===== src/rtl/segment_arbiter.sv =====
// rtl/segment_arbiter.sv - round-robin display arbiter with minimum dwell per grant
// Optional build macro: SEGARB_PREEMPT_EN (requester 0 preempts any other grant)
module segment_arbiter #(
    parameter int NREQ       = 4,
    parameter int WIDTH      = 32,
    parameter int DWELL_LOG2 = 24
) (
    input  logic                       clk,
    input  logic                       rst,
    input  logic [NREQ-1:0]            req,
    input  logic [NREQ*WIDTH-1:0]      req_value,
    output logic [NREQ-1:0]            grant,
    output logic [$clog2(NREQ)-1:0]    active_id,
    output logic [WIDTH-1:0]           value_out,
    output logic                       value_valid
);
    localparam int IDW = $clog2(NREQ);
`ifdef SEGARB_PREEMPT_EN
    localparam bit PREEMPT = 1'b1;
`else
    localparam bit PREEMPT = 1'b0;
`endif

    typedef enum logic {IDLE, SHOW} state_t;

    state_t                state_q, state_d;
    logic [IDW-1:0]        id_q, id_d;
    logic [IDW-1:0]        rr_q, rr_d;
    logic [DWELL_LOG2-1:0] dwell_q, dwell_d;
    logic [WIDTH-1:0]      value_q, value_d;
    logic [IDW:0]          pick_idle, pick_drop, pick_exp;

    function automatic logic [IDW-1:0] inc_id(input logic [IDW-1:0] id);
        return (id == IDW'(NREQ-1)) ? '0 : id + 1'b1;
    endfunction

    // Returns {found, id}: lowest wrapped offset from start with req set.
    // skip_last drops the final offset, i.e. the id just before start.
    function automatic logic [IDW:0] rr_pick(input logic [NREQ-1:0] r,
                                             input logic [IDW-1:0] start,
                                             input logic skip_last);
        logic [IDW:0]   res;
        logic [IDW:0]   s;
        logic [IDW-1:0] idx;
        res = '0;
        for (int k = NREQ-1; k >= 0; k--) begin
            s = {1'b0, start} + (IDW+1)'(k);
            if (s >= (IDW+1)'(NREQ))
                s = s - (IDW+1)'(NREQ);
            idx = s[IDW-1:0];
            if (r[idx] && !(skip_last && k == NREQ-1))
                res = {1'b1, idx};
        end
        return res;
    endfunction

    always_ff @(posedge clk) begin
        if (rst) begin
            state_q <= IDLE;
            id_q    <= '0;
            rr_q    <= '0;
            dwell_q <= '0;
            value_q <= '0;
        end else begin
            state_q <= state_d;
            id_q    <= id_d;
            rr_q    <= rr_d;
            dwell_q <= dwell_d;
            value_q <= value_d;
        end
    end

    always_comb begin
        state_d   = state_q;
        id_d      = id_q;
        rr_d      = rr_q;
        dwell_d   = dwell_q + 1'b1;
        value_d   = value_q;
        pick_idle = rr_pick(req, rr_q, 1'b0);
        pick_drop = rr_pick(req, inc_id(id_q), 1'b0);
        pick_exp  = rr_pick(req, inc_id(id_q), 1'b1);
        case (state_q)
            IDLE: begin
                dwell_d = '0;
                if (pick_idle[IDW]) begin
                    state_d = SHOW;
                    id_d    = pick_idle[IDW-1:0];
                end
            end
            SHOW: begin
                if (PREEMPT && req[0] && id_q != '0) begin
                    id_d    = '0;
                    dwell_d = '0;
                end else if (!req[id_q]) begin
                    dwell_d = '0;
                    if (pick_drop[IDW])
                        id_d = pick_drop[IDW-1:0];
                    else
                        state_d = IDLE;
                end else if ((&dwell_q) && pick_exp[IDW]) begin
                    id_d = pick_exp[IDW-1:0];
                    rr_d = inc_id(pick_exp[IDW-1:0]);
                end
            end
            default: state_d = IDLE;
        endcase
        // value follows the grant that takes effect on this same edge
        if (state_d == SHOW)
            value_d = req_value[int'(id_d)*WIDTH +: WIDTH];
    end

    always_comb begin
        grant       = (state_q == SHOW) ? (NREQ'(1) << id_q) : '0;
        value_valid = (state_q == SHOW);
        active_id   = id_q;
        value_out   = value_q;
    end
endmodule


===== config.mk =====
export PLATFORM = sky130hd
export DESIGN_NAME = segment_arbiter
export DESIGN_NICKNAME = d
export VERILOG_FILES = /design/src/rtl/segment_arbiter.sv
export SDC_FILE = /design/constraint.sdc
export NUM_CORES = 1
export LEC_CHECK = 0
export CAP_MARGIN = 20
export CORE_AREA = 2 2 97 99
export DETAILED_ROUTE_END_ITERATION = 7
export DIE_AREA = 0 0 99 101
export GPL_TIMING_DRIVEN = 0
export PLACE_DENSITY_LB_ADDON = 0.15
export SLEW_MARGIN = 20
export SYNTH_ARGS = -nofsm -noshare
export SYNTH_HDL_FRONTEND = slang
export SYNTH_SLANG_ARGS = --single-unit

===== constraint.sdc =====
create_clock -name clk -period 5.98 [get_ports clk]
set_clock_uncertainty 0.15 [all_clocks]
set_input_delay 1.196 -clock clk [delete_from_list [all_inputs] [get_ports clk]]
set_output_delay 1.196 -clock clk [all_outputs]
set_load 0.01 [all_outputs]

==> results of run 1 <==
where the power goes:
part	switching, mW	internal, mW
clock	0.183	0.194
combinational	0.211	0.266
sequential	0.0228	0.444
total	0.417	0.905
registers in the layout, indices dropped and copies added (netlist names):
name,count
active_id,2
value_out,32
rr_q,2
value_valid,1
dwell_q,24
placed cells by master, fill, tap and decap left out, types with 5 or more instances in the layout:
cell type	n
a21boi_0	30
a21oi_1	11
and3_1	38
buf_2	16
clkbuf_1	12
clkbuf_8	9
clkdlybuf4s50_1	171
dfxtp_1	61
ha_1	5
inv_1	6
mux2i_1	33
nand2_1	44
nand3_1	12
nor2_1	35
o211ai_2	29
o21ai_0	9
o21ai_1	32
xnor2_1	7
xor2_1	13
worst reg2reg max path, delay by kind of cell (launching register included):
family,cells,cell delay [ps]
buf+inv,4,750
fa+ha+maj,1,360
compound gates,6,1270
flops,1,540
simple gates,1,190
path summary, 6_finish.rpt:
| check | slack, ps | start | end | depth (start not counted) |
|---|---|---|---|---|
| max | 2050 | req[2] | value_out[30]$_SDFFE_PP0P_ | 10 |
| min | 330 | value_out[11]$_SDFFE_PP0P_ | value_out[11]$_SDFFE_PP0P_ | 2 |
| max reg2reg | 2620 | active_id[0]$_SDFF_PP0_ | value_out[17]$_SDFFE_PP0P_ | 12 |
| min reg2reg | 330 | value_out[11]$_SDFFE_PP0P_ | value_out[11]$_SDFFE_PP0P_ | 2 |
metrics by stage:
step / area, sq um / hold slack, ps / std cells / setup WS [ps]
2_1_floorplan: 4000 / 268 / 459 / 2740
3_3_place_gp: 5850 / 279 / 741 / 1710
3_5_place_dp: 5850 / 311 / 741 / 1680
4_1_cts: 6050 / 327 / 757 / 2030
5_1_grt: 6050 / 339 / 757 / 1780
6_report: 6050 / 326 / 757 / 2050
per-layer routing:
metal | up-vias | part of all wire (%)
li1 | 2015 | -
met5 | - | 0
met1 | 1864 | 41
met4 | 0 | 1.4
met3 | 15 | 6.9
met2 | 154 | 50
logic make-up (layout without fill, tap and decap cells):
kind of cell               Yosys count  in the layout  synth area share (%)
AOI/OAI and AO/OA                  136            136                  27.0
xor gates and xnor gates            20             20                  4.38
adders and majority gates            5              5                  1.56
buffers and inverters               45            232                  6.98
DFF                                 61             61                  30.5
muxes                               36             36                  9.38
and+or+nand+nor                    156            156                  20.2
final cells by class:
class	count	area [sq um]
clock inverter	7	75.1
fill	756	2930
clock buffer	9	124
buffer	38	253
tap	111	139
multi-input combinational	353	2500
timing repair buffer	171	1710
inverter	7	26.3
sequential	61	1220
==> impl_metrics.py, run 1 <==
metrics = {
    "synth": {
        "synth_cell_types": 55,
        "async_reset_ff_share_pct": 0,
        "syn_inst": 459,
        "synth_area_per_cell_sq_um": 8.71,
        "yosysMostFrequentCell": "dfxtp_1",
        "synth_edf_count": 0,
        "netlist.top_cell.by_area": "dfxtp_1",
        "synth_seq_area_share_pct": 30.5,
        "synth.top_cells.by_count": "61 x dfxtp_1, 44 x nand2_1, 38 x and3_1",
        "synth-main-ff-cell": "dfxtp_1",
        "yosys.area.top_type_share_pct": 30.5,
        "ys_ff_latch": 61,
        "synth_area_leaders": "dfxtp_1 31%, o211ai_2 9.1%, mux2i_1 8.3%, and3_1 5.9%, a21boi_0 5.6%",
        "yosys_warnings": 0,
        "syn-cell-area_sq_mm": 0.00400,
        "synth_nets": 598,
    },
    "clocking": {
        "hold_buffers": 0,
        "cts_resized": 0,
        "clockBufferDepth": 2,
        "cts_num_sinks": 61,
        "cts-buffers-inserted": 9,
        "clk_pin_slew_ps": 80,
        "clockRootBuffer": "clkbuf_8",
        "clk_latency_ps": 350,
        "htree_num_levels": 3,
        "tritoncts": "done",
        "cts_setup_buffers": 0,
    },
    "timing": {
        "finalCriticalPeriod_ps": 3930,
        "max_freq_mhz": 255,
        "drv_slew": 0,
        "setup_tns_ps": 0,
        "max_slew_margin_pct": 64.5,
        "setup_viol": 0,
        "finalHoldViolations": 0,
        "finalCritPeriodShare_pct": 65.7,
        "tightest_slew_ps": 532,
        "rsz0062_at_grt": "no",
    },
    "global_route": {
        "grt_use_met1_pct": 28.0,
        "busiest_layer": "met2",
        "gr-usage-all-layers_pct": 23.9,
        "grt_pass1_vias": 3967,
        "grt_use_met3_pct": 5.41,
        "met2_usage_pct": 42.7,
        "grt_pass1_wl_mm": 19.3,
        "gr-total-overflow": 0,
        "grt_max_degree": 13,
        "antenna_found_initial": 0,
    },
    "critical_path": {
        "cp_max_fo": 10,
        "critical_path.cell_chain": "clkdlybuf4s50_1, buf_2, a22o_1, a2111oi_2, or2_1, o31ai_2, nor4_2, clkbuf_1, o21ai_1, o211ai_2",
        "crit_type": "in2reg",
        "crit_buf_inv": 3,
        "slowest_stage": "a2111oi_2",
        "max_stage_delay_ps": 530,
        "crit_family": "compound AO/OA/AOI/OAI gates",
        "crit_required_ps": 6120,
        "cp-end-kind": "register",
        "crit_arrival_ps": 4060,
        "startpoint_type": "primary input",
    },
    "routing": {
        "dr.pass1.iters": 5,
        "ant_nets": 0,
        "via_count": 4048,
        "drc_errors": 0,
        "wl_per_cell_um": 16.1,
        "drt_iter0_drc": 168,
        "viasPerCell": 5.35,
        "routed_wl_mm": 12.2,
    },
    "die": {
        "initial_core_util_pct": 44.6,
        "rows": 35,
        "die_w_um": 99,
        "core_area_sq_mm": 0.00898,
        "io_pins": 173,
        "fp.dieH_um": 101,
        "die_area_sq_mm": 0.0100,
    },
    "layout": {
        "area_growth_pct": 51.2,
        "final_nets": 780,
        "drive_gt1_share_pct": 13.2,
        "postLayoutCoreUtil_pct": 67.4,
        "num_antenna_cells": 0,
    },
    "worst_hold_path": {
        "hp-class": "reg2reg",
    },
    "power": {
        "power_mw": 1.32,
        "power.density_cell_area_mw_per_mm2": 218,
        "peakVddDrop_v": 0.000107,
        "p_leak_nw": 2.44,
    },
    "placement": {
        "gp_congestion": 0.903,
        "dp_hpwl_mm": 9.42,
        "port_buffers": 171,
    },
    "run": {
        "maxCapViolCount": 0,
    },
    "status": {
        "status": "completed",
    },
}
No activity file was read; power rests on OpenSTA's default activity.
==> inputs of run 2 (changes only) <==
CORE_AREA = 2 2 105 107   (was 2 2 97 99)
DIE_AREA = 0 0 107 109   (was 0 0 99 101)
clock period = 3.6 ns   (was 5.98 ns; I/O delays follow)
==> run 2 against run 1 <==
- sequential power is 66% higher
- total power rose by 72%
- non-clock buffer count did not move
- register-to-register slack worse by 2400 ps
- setup slack got worse by 1800 ps
- global-route usage shrank 3.5 points
- flip-flop and latch count unchanged
- clock power is 88% higher
- via count is 1.2% lower
- core utilization is 9.4 points lower
- wire length fell by 1.3%
- first-iteration DRC count shrank 2.4%
- critical endpoint is now value_out[27]$_SDFFE_PP0P_
- largest cell class unchanged
==> impl_metrics.py, run 2 (synthesized netlist as in run 1, its figures left out) <==
metrics = {
    "critical_path": {
        "crit_type": "in2reg",
        "startpoint_type": "primary input",
        "reg2reg_depth": 12,
        "r2r-start": "active_id[1]$_SDFF_PP0_",
        "cp_max_fo": 10,
        "rrSetupSlack_ps": 250,
        "crit_arrival_ps": 3480,
        "crit_required_ps": 3720,
        "cp-end-kind": "register",
        "reg2reg_to": "value_out[0]$_SDFFE_PP0P_",
    },
    "timing": {
        "finalHoldViolations": 0,
        "finalCritPeriodShare_pct": 93.4,
        "drv_slew": 0,
        "setup_viol": 0,
        "max_freq_mhz": 298,
        "tightest_slew_ps": 577,
        "max_slew_margin_pct": 61.3,
        "whs_ps": 302,
        "finalCriticalPeriod_ps": 3360,
        "rsz0062_at_grt": "no",
    },
    "placement": {
        "gp_congestion": 0.823,
        "dp_hpwl_mm": 9.48,
        "port_buffers": 171,
        "dpl_cell_area_sq_mm": 0.00589,
        "placedCellCount": 770,
    },
    "die": {
        "die_w_um": 107,
        "die_area_sq_mm": 0.0117,
        "rows": 38,
        "initial_core_util_pct": 37.7,
        "io_pins": 173,
        "fp.dieH_um": 109,
        "core_area_sq_mm": 0.0106,
    },
    "layout": {
        "layout_commonest_cell": "clkdlybuf4s50_1",
        "area_growth_pct": 53.6,
        "final_cell_mix": "171 x clkdlybuf4s50_1, 61 x dfxtp_1, 44 x nand2_1",
        "fin_cells": 786,
        "drive_gt1_share_pct": 13.3,
        "num_antenna_cells": 0,
        "largest_register_ffs": 32,
        "final_nets": 780,
        "fin_area_sq_mm": 0.00614,
    },
    "worst_hold_path": {
        "hold_path_depth": 1,
        "min_from": "dwell_q[0]$_SDFF_PP0_",
        "hp-class": "reg2reg",
        "hold_end": "dwell_q[0]$_SDFF_PP0_",
    },
    "routing": {
        "routed_wl_mm": 12.1,
        "drt_iter0_drc": 164,
        "drc_errors": 0,
        "via_count": 4000,
        "viasPerCell": 5.09,
        "dr.pass1.iters": 4,
        "ant_nets": 0,
        "wl_per_cell_um": 15.3,
    },
    "clocking": {
        "clockRootBuffer": "clkbuf_8",
        "tritoncts": "done",
        "clk_latency_ps": 340,
        "htree_num_levels": 3,
        "clk_pin_slew_ps": 80,
        "cts_num_sinks": 61,
        "cts-buffers-inserted": 9,
        "clockBufferDepth": 2,
    },
    "global_route": {
        "grt_pass1_wl_mm": 18.8,
        "antenna_found_initial": 0,
        "gr-total-overflow": 0,
        "gr-usage-all-layers_pct": 20.4,
        "grt_pass1_vias": 3944,
        "grt_max_degree": 12,
    },
    "power": {
        "power.density_cell_area_mw_per_mm2": 371,
        "p_leak_nw": 2.45,
        "peakVddDrop_v": 0.000223,
    },
    "status": {
        "status": "completed",
    },
    "run": {
        "maxCapViolCount": 0,
    },
}
## run 2: cell types whose count changed in the layout (fill, tap and decap cells not counted), moves of 2 or more
cell	before	now
clkinvlp_4	0	3
clkinv_4	3	0
clkbuf_8	9	11
clkinv_2	2	0
## run 2: routing by layer
layer | GRT usage (%) | vias up | wire (um)
met5 | 0 | - | 0
met1 | 24.8 | 1817 | 5180
met2 | 35.2 | 150 | 5800
met3 | 5.38 | 20 | 864
met4 | 6.49 | 0 | 210
li1 | - | 2013 | -
## run 2: power by group
group / internal [mW] / total [mW] / switching (mW)
Combinational: 0.443 / 0.795 / 0.352
Sequential: 0.738 / 0.774 / 0.0360
Clock: 0.428 / 0.710 / 0.283
## run 2: area by class of cell
type / instances / area, sq um
Fill cell: 965 / 4460
Multi-Input combinational cell: 353 / 2520
Timing Repair Buffer: 171 / 1710
Sequential cell: 61 / 1220
Buffer: 38 / 254
Tap cell: 140 / 175
Clock buffer: 11 / 151
Clock inverter: 5 / 82.6
Inverter: 7 / 26.3
## run 2: critical path, stage by stage
cell             delay (ps)
clkdlybuf4s50_1         440
buf_2                   210
nor2_1                  230
a21boi_0                180
a2111oi_4               410
or2_1                   190
o31ai_2                 110
nor4_4                  340
clkbuf_1                400
o21ai_1                 160
o211ai_2                 90
## run 2: how the worst max path moves through the flow
stage / start / to / slack [ps] / cells past startpoint
finish: req[0] / value_out[27]$_SDFFE_PP0P_ / 240 / 11
global route: req[0] / value_out[26]$_SDFFE_PP0P_ / 50 / 11
CTS: req[2] / value_out[9]$_SDFFE_PP0P_ / 130 / 10
detailed placement: req[2] / value_out[9]$_SDFFE_PP0P_ / -360 / 10
global placement: req[0] / value_out[9]$_SDFFE_PP0P_ / -260 / 11
floorplan: active_id[0]$_SDFF_PP0_ / value_out[0]$_SDFFE_PP0P_ / 710 / 12
## run 2: per-stage QoR
stage                     power [mW]  setup TNS, ps  setup slack, ps  utilization [%]
after floorplan                 1.22              0              709                -
after global placement          1.57          -5410             -263             55.5
after detailed placement        1.58          -8270             -364             55.5
after CTS                       2.30              0              130             57.8
after global routing            2.41              0             53.8             57.9
final                           2.28              0              239             57.9
## run 2: repair_timing
action	4_1_cts	5_1_grt
hold buffers	0	0
resized for setup	1	3
buffers inserted	0	0
endpoints found under the setup margin	4	30
endpoints found under the hold margin	0	0
==> patch 1, RTL diff (flow settings as in run 2) <==
The parameter `DWELL_LOG2` goes from 24 to 48.
--- a/src/rtl/segment_arbiter.sv
+++ b/src/rtl/segment_arbiter.sv
@@ -3,7 +3,7 @@
 module segment_arbiter #(
     parameter int NREQ       = 4,
     parameter int WIDTH      = 32,
-    parameter int DWELL_LOG2 = 24
+    parameter int DWELL_LOG2 = 48
 ) (
     input  logic                       clk,
     input  logic                       rst,
Formal check against the unedited RTL: same outputs for any inputs over 10 cycles, from zero or initial values and one cycle with rst high; that may be too few to reach the edited logic, so the function may still have changed.
==> patch 1 against run 2 <==
  * Routed wire length increased by 11%
  * Final area increased by 10%
  * Combinational power decreased by 11%
  * Setup slack improved by 0.068 ns
  * Sequential cell count increased by 24
  * Area after synthesis increased by 16%
  * Power increased by 12%
  * Non-clock buffer count decreased by 8
  * Largest cell class unchanged
==> patch 1: results (changes against run 2) <==
[logic_synthesis]
ys_types = 54  ; -1.8%
yosysWarningCount = 0  ; unchanged
synth_compound_area_share_pct = 10.1  ; -17 points
synth.top_cells.by_count = dfxtp_1 (85), mux2i_1 (64), nor2_1 (62)
post_synth_xor_area_fraction_pct = 8.30  ; +3.9 points
synth_area_per_cell_um2 = 9.25  ; +6.2%
postSynth.asyncResetShare_pct = 0  ; unchanged
sequential_element_share_of_the_synthesized_area_pct = 36.6  ; +6.1 points
synth.top_cells.by_area = dfxtp_1 (37%), mux2i_1 (14%), o221ai_1 (6.0%)
synth_mux_area_share_pct = 14.3  ; +4.9 points
syn-num-nets = 641  ; +7.2%
synth-adder-area-share_pct = 1.56  ; -0.0019 points

[worst_setup_path]
critical_path_peak_fanout = 10  ; unchanged
cp_data_arrival_time_ns = 3.37  ; -0.11 ns

[finish]
multiInputGateArea_um2 = 2620  ; +3.9%
nNetsFinal = 824  ; +5.6%
drive_above_1_share_pct = 8.41  ; -4.9 points
largest_reg_flops = 48  ; +50%
fill_cells = 913  ; -5.4%

[placed_design]
postPlaceCellArea_um2 = 6520  ; +11%
place.gp.congestion = 0.840  ; +2.0%
place.detailed.instances = 812  ; +5.5%
portBuffers = 170  ; -0.58%
dp_hpwl_mm = 10.6  ; +11%

[cts]
clk_transition_reported_paths_ns = 0.09
root_buf_cell = clkbuf_8
post_cts.resized_instances = 1  ; unchanged
cts_hold_buf = 0  ; unchanged
worstSkewPairLatency_ns = 0.34  ; about the same
cts_setup_buffers = 0  ; unchanged
ctsLongestPathBuffers = 2  ; unchanged

[detailed_routing]
met2RoutedLength_mm = 6.69  ; +15%
first_pass_iters = 4  ; unchanged
drt-vias-per-instance = 5.23  ; +2.7%
num_vias = 4339  ; +8.5%
detailroute.wirelength.met3_um = 788  ; -8.8%
wire_per_inst_um = 16.1  ; +5.0%
top_layer = met4
initialDrtViolationCount = 253  ; +54%
routedLengthMet1_mm = 5.71  ; +10%

[status]
run_status = finished clean

[global_route]
wire_length_of_the_first_global_routing_pass_mm = 20.6  ; +9.6%
grt_usage_pct = 22.2  ; +1.9 points
grt_max_degree = 16  ; +4
number_of_global_route_vias_before_repair = 4079  ; +3.4%

[pwr]
total_leakage_power_nw = 2.42  ; -1.3%
power_clock_uw = 813  ; +15%
max-vdd-ir-drop_mv = 0.271  ; +22%
switching_share_pct = 26.2  ; -3.3 points
p_comb_uw = 708  ; -11%

[timing]
relSlewSlack_pct = 35.5  ; -26 points

[hold_path]
min_path_type = flip-flop to flip-flop

-- patch 1: changes by cell type after synthesis, moves of 9 or more --
cell      delta
nand4_1      +9
mux2i_1     +31
dfxtp_1     +24
o221ai_1    +32
a21boi_0    -29
o211ai_2    -29
xnor2_1      +9
xor2_1      +15
nand2_1     +11
nor2_1      +27
o21ai_1     -32
and3_1      -31
buf_2       -16
-- patch 1: area by class of cell --
cell class	count	share of cell area, %
plain buffers	28	4.33
multi-input cells	382	38.6
well taps	140	2.58
flip-flops and latches	85	25.1
clock inverters	7	1.79
inverters	6	0.332
clock buffers	9	1.83
repair buffers	173	25.4
-- patch 1: path summary, 6_finish.rpt --
| check | from | end | slack [ns] | cells past startpoint |
|---|---|---|---|---|
| worst min register to register | value_out[1] | value_out[1] | 0.32 | 2 |
| worst max register to register | active_id[0] | value_out[22] | 0.31 | 13 |
| worst max-delay path | active_id[0] | value_out[22] | 0.31 | 13 |
| worst min-delay path | value_out[1] | value_out[1] | 0.32 | 2 |
-- patch 1: layer usage --
metal  up-vias  global-route usage, %
li1       2167                      -
met1      2036                   27.3
met2       122                   39.2
met3        14                   4.84
met4         0                   6.68
met5         -                      0
-- patch 1: metrics by stage --
step	worst slack (ns)	power, mW
floorplan	0.345	1.41
global placement	-0.0615	1.75
detailed placement	-0.137	1.77
CTS	0.0978	2.58
global route	0.0605	2.67
finish	0.306	2.56
-- patch 1: worst max-delay path, cell delays in order, from the launching register on --
cell      delay, ns
dfxtp_2        0.39
buf_2          0.21
inv_1          0.08
ha_2           0.35
or4_1          0.52
nand4b_1       0.11
a21oi_1        0.07
nor2_1         0.19
nor2_1         0.09
nor3_2         0.20
buf_6          0.22
buf_12         0.17
mux2i_1        0.28
o221ai_1       0.14
==> patch 2, RTL diff (flow settings as in run 2) <==
Made on the original files. `value_q` no longer has a reset.
--- a/src/rtl/segment_arbiter.sv
+++ b/src/rtl/segment_arbiter.sv
@@ -60,14 +60,16 @@
             id_q    <= '0;
             rr_q    <= '0;
             dwell_q <= '0;
-            value_q <= '0;
         end else begin
             state_q <= state_d;
             id_q    <= id_d;
             rr_q    <= rr_d;
             dwell_q <= dwell_d;
-            value_q <= value_d;
         end
+    end
+
+    always_ff @(posedge clk) begin
+        value_q <= value_d;
     end
 
     always_comb begin
Check against the original RTL: not equivalent (Yosys sat finds a counterexample within 4 cycles, from zero or initial values and one cycle with rst high).
==> patch 2 against run 2 <==
  * Area after synthesis fell by 4.5%
  * Setup slack lost 0.13 ns
  * Sequential share of layout area increased by 5.5 points
  * Power rose by 7.0%
  * Critical path type unchanged
  * Synthesized cell count fell by 15%
  * Final area shrank 0.79%
  * Sequential cell count stayed put
  * Routed wire length is 9.0% higher
==> patch 2: results (changes against run 2) <==
[logic_synthesis]
synth_enable_flop_cells = 32  ; +32
sequential_element_share_of_the_synthesized_area_pct = 40.4  ; +9.8 points
synth.top_cells.by_count = o211ai_1 (97), nor2_1 (40), mux2i_1 (33)
syn-instance-count = 392  ; -15%
post_synth_xor_area_fraction_pct = 5.04  ; +0.67 points
syn-num-nets = 531  ; -11%
synth_mux_area_share_pct = 9.83  ; +0.44 points
synth.top_cells.by_area = edfxtp_1 (25%), o211ai_1 (19%), dfxtp_1 (15%)
ys_types = 50  ; -9.1%
synth-adder-area-share_pct = 1.93  ; +0.37 points
synth_compound_area_share_pct = 23.9  ; -3.1 points

[pwr]
total_switching_power_uw = 735  ; +9.6%
total_power_mw = 2.44  ; +7.0%
max-vdd-ir-drop_mv = 0.224  ; +0.42%
total_leakage_power_nw = 2.20  ; -10%

[placed_design]
place.detailed.instances = 703  ; -8.7%
place_worst_setup_slack_ns = -0.465  ; -0.101 ns
place.gp.congestion = 0.850  ; +3.3%
dp_hpwl_mm = 9.96  ; +5.1%
postPlaceCellArea_um2 = 5710  ; -3.1%

[finish]
multi_input_cells = 283  ; -20%
drive_above_1_share_pct = 11.8  ; -1.5 points
multiInputGateArea_um2 = 2140  ; -15%
buffer_area_share_pct = 32.5  ; +0.54 points
n_all_buffers = 212  ; +1.4%
clkCellAreaFrac_pct = 3.39  ; -0.42 points
final.clkbuf_count = 14  ; +3
fill_cells = 927  ; -3.9%
number_of_cells_in_the_finished_layout_apart_from_fillers = 724  ; -7.9%
num-nonclk-inverters = 12  ; +5

[global_route]
grt_max_degree = 33  ; +21
wire_length_of_the_first_global_routing_pass_mm = 20.0  ; +6.4%
number_of_global_route_vias_before_repair = 3639  ; -7.7%
grt_usage_pct = 22.2  ; +1.8 points

[cts]
ctsLongestPathBuffers = 2  ; unchanged
root_buf_cell = clkbuf_8

[worst_setup_path]
critical-path-max-stage-delay_ns = 0.54  ; +0.10 ns
cp_data_arrival_time_ns = 3.42  ; -0.06 ns
critical-path-top-delay-family = compound AO/OA/AOI/OAI gates
timing.rr.end = value_out[3]
crit_slowest_cell = mux4_2
regToRegSetupSlack_ns = 0.14  ; -0.11 ns

[status]
run_status = finished clean

[timing]
relSlewSlack_pct = 48.5  ; -13 points

[detailed_routing]
final_routed_wirelength_mm = 13.1  ; +9.0%
initialDrtViolationCount = 176  ; +7.3%

patch 2: logic make-up (layout without fill, tap and decap cells):
logic type | after synthesis | after routing
xor+xnor | 22 | 22
fa+ha+maj | 6 | 6
simple gates | 95 | 95
mux | 36 | 36
buf+inv | 48 | 240
flops | 61 | 61
compound gates | 124 | 124
patch 2: how the worst max path moves through the flow:
stage | endpoint | slack (ns) | startpoint
global route | value_out[10] | -0.003 | active_id[1]
floorplan | value_out[0] | 0.13 | active_id[0]
CTS | value_out[28] | 0.005 | req[0]
finish | value_out[1] | 0.11 | req[2]
detailed placement | value_out[1] | -0.46 | req[2]
global placement | value_out[4] | -0.43 | req[1]
patch 2: metal layers:
metal / global-route usage (%) / part of all wire, % / vias up
met2: 38.7 / 51 / 134
met1: 26.6 / 39 / 1814
met5: 0 / 0 / -
met3: 7.23 / 8.3 / 10
li1: - / - / 1883
met4: 5.38 / 1.0 / 0
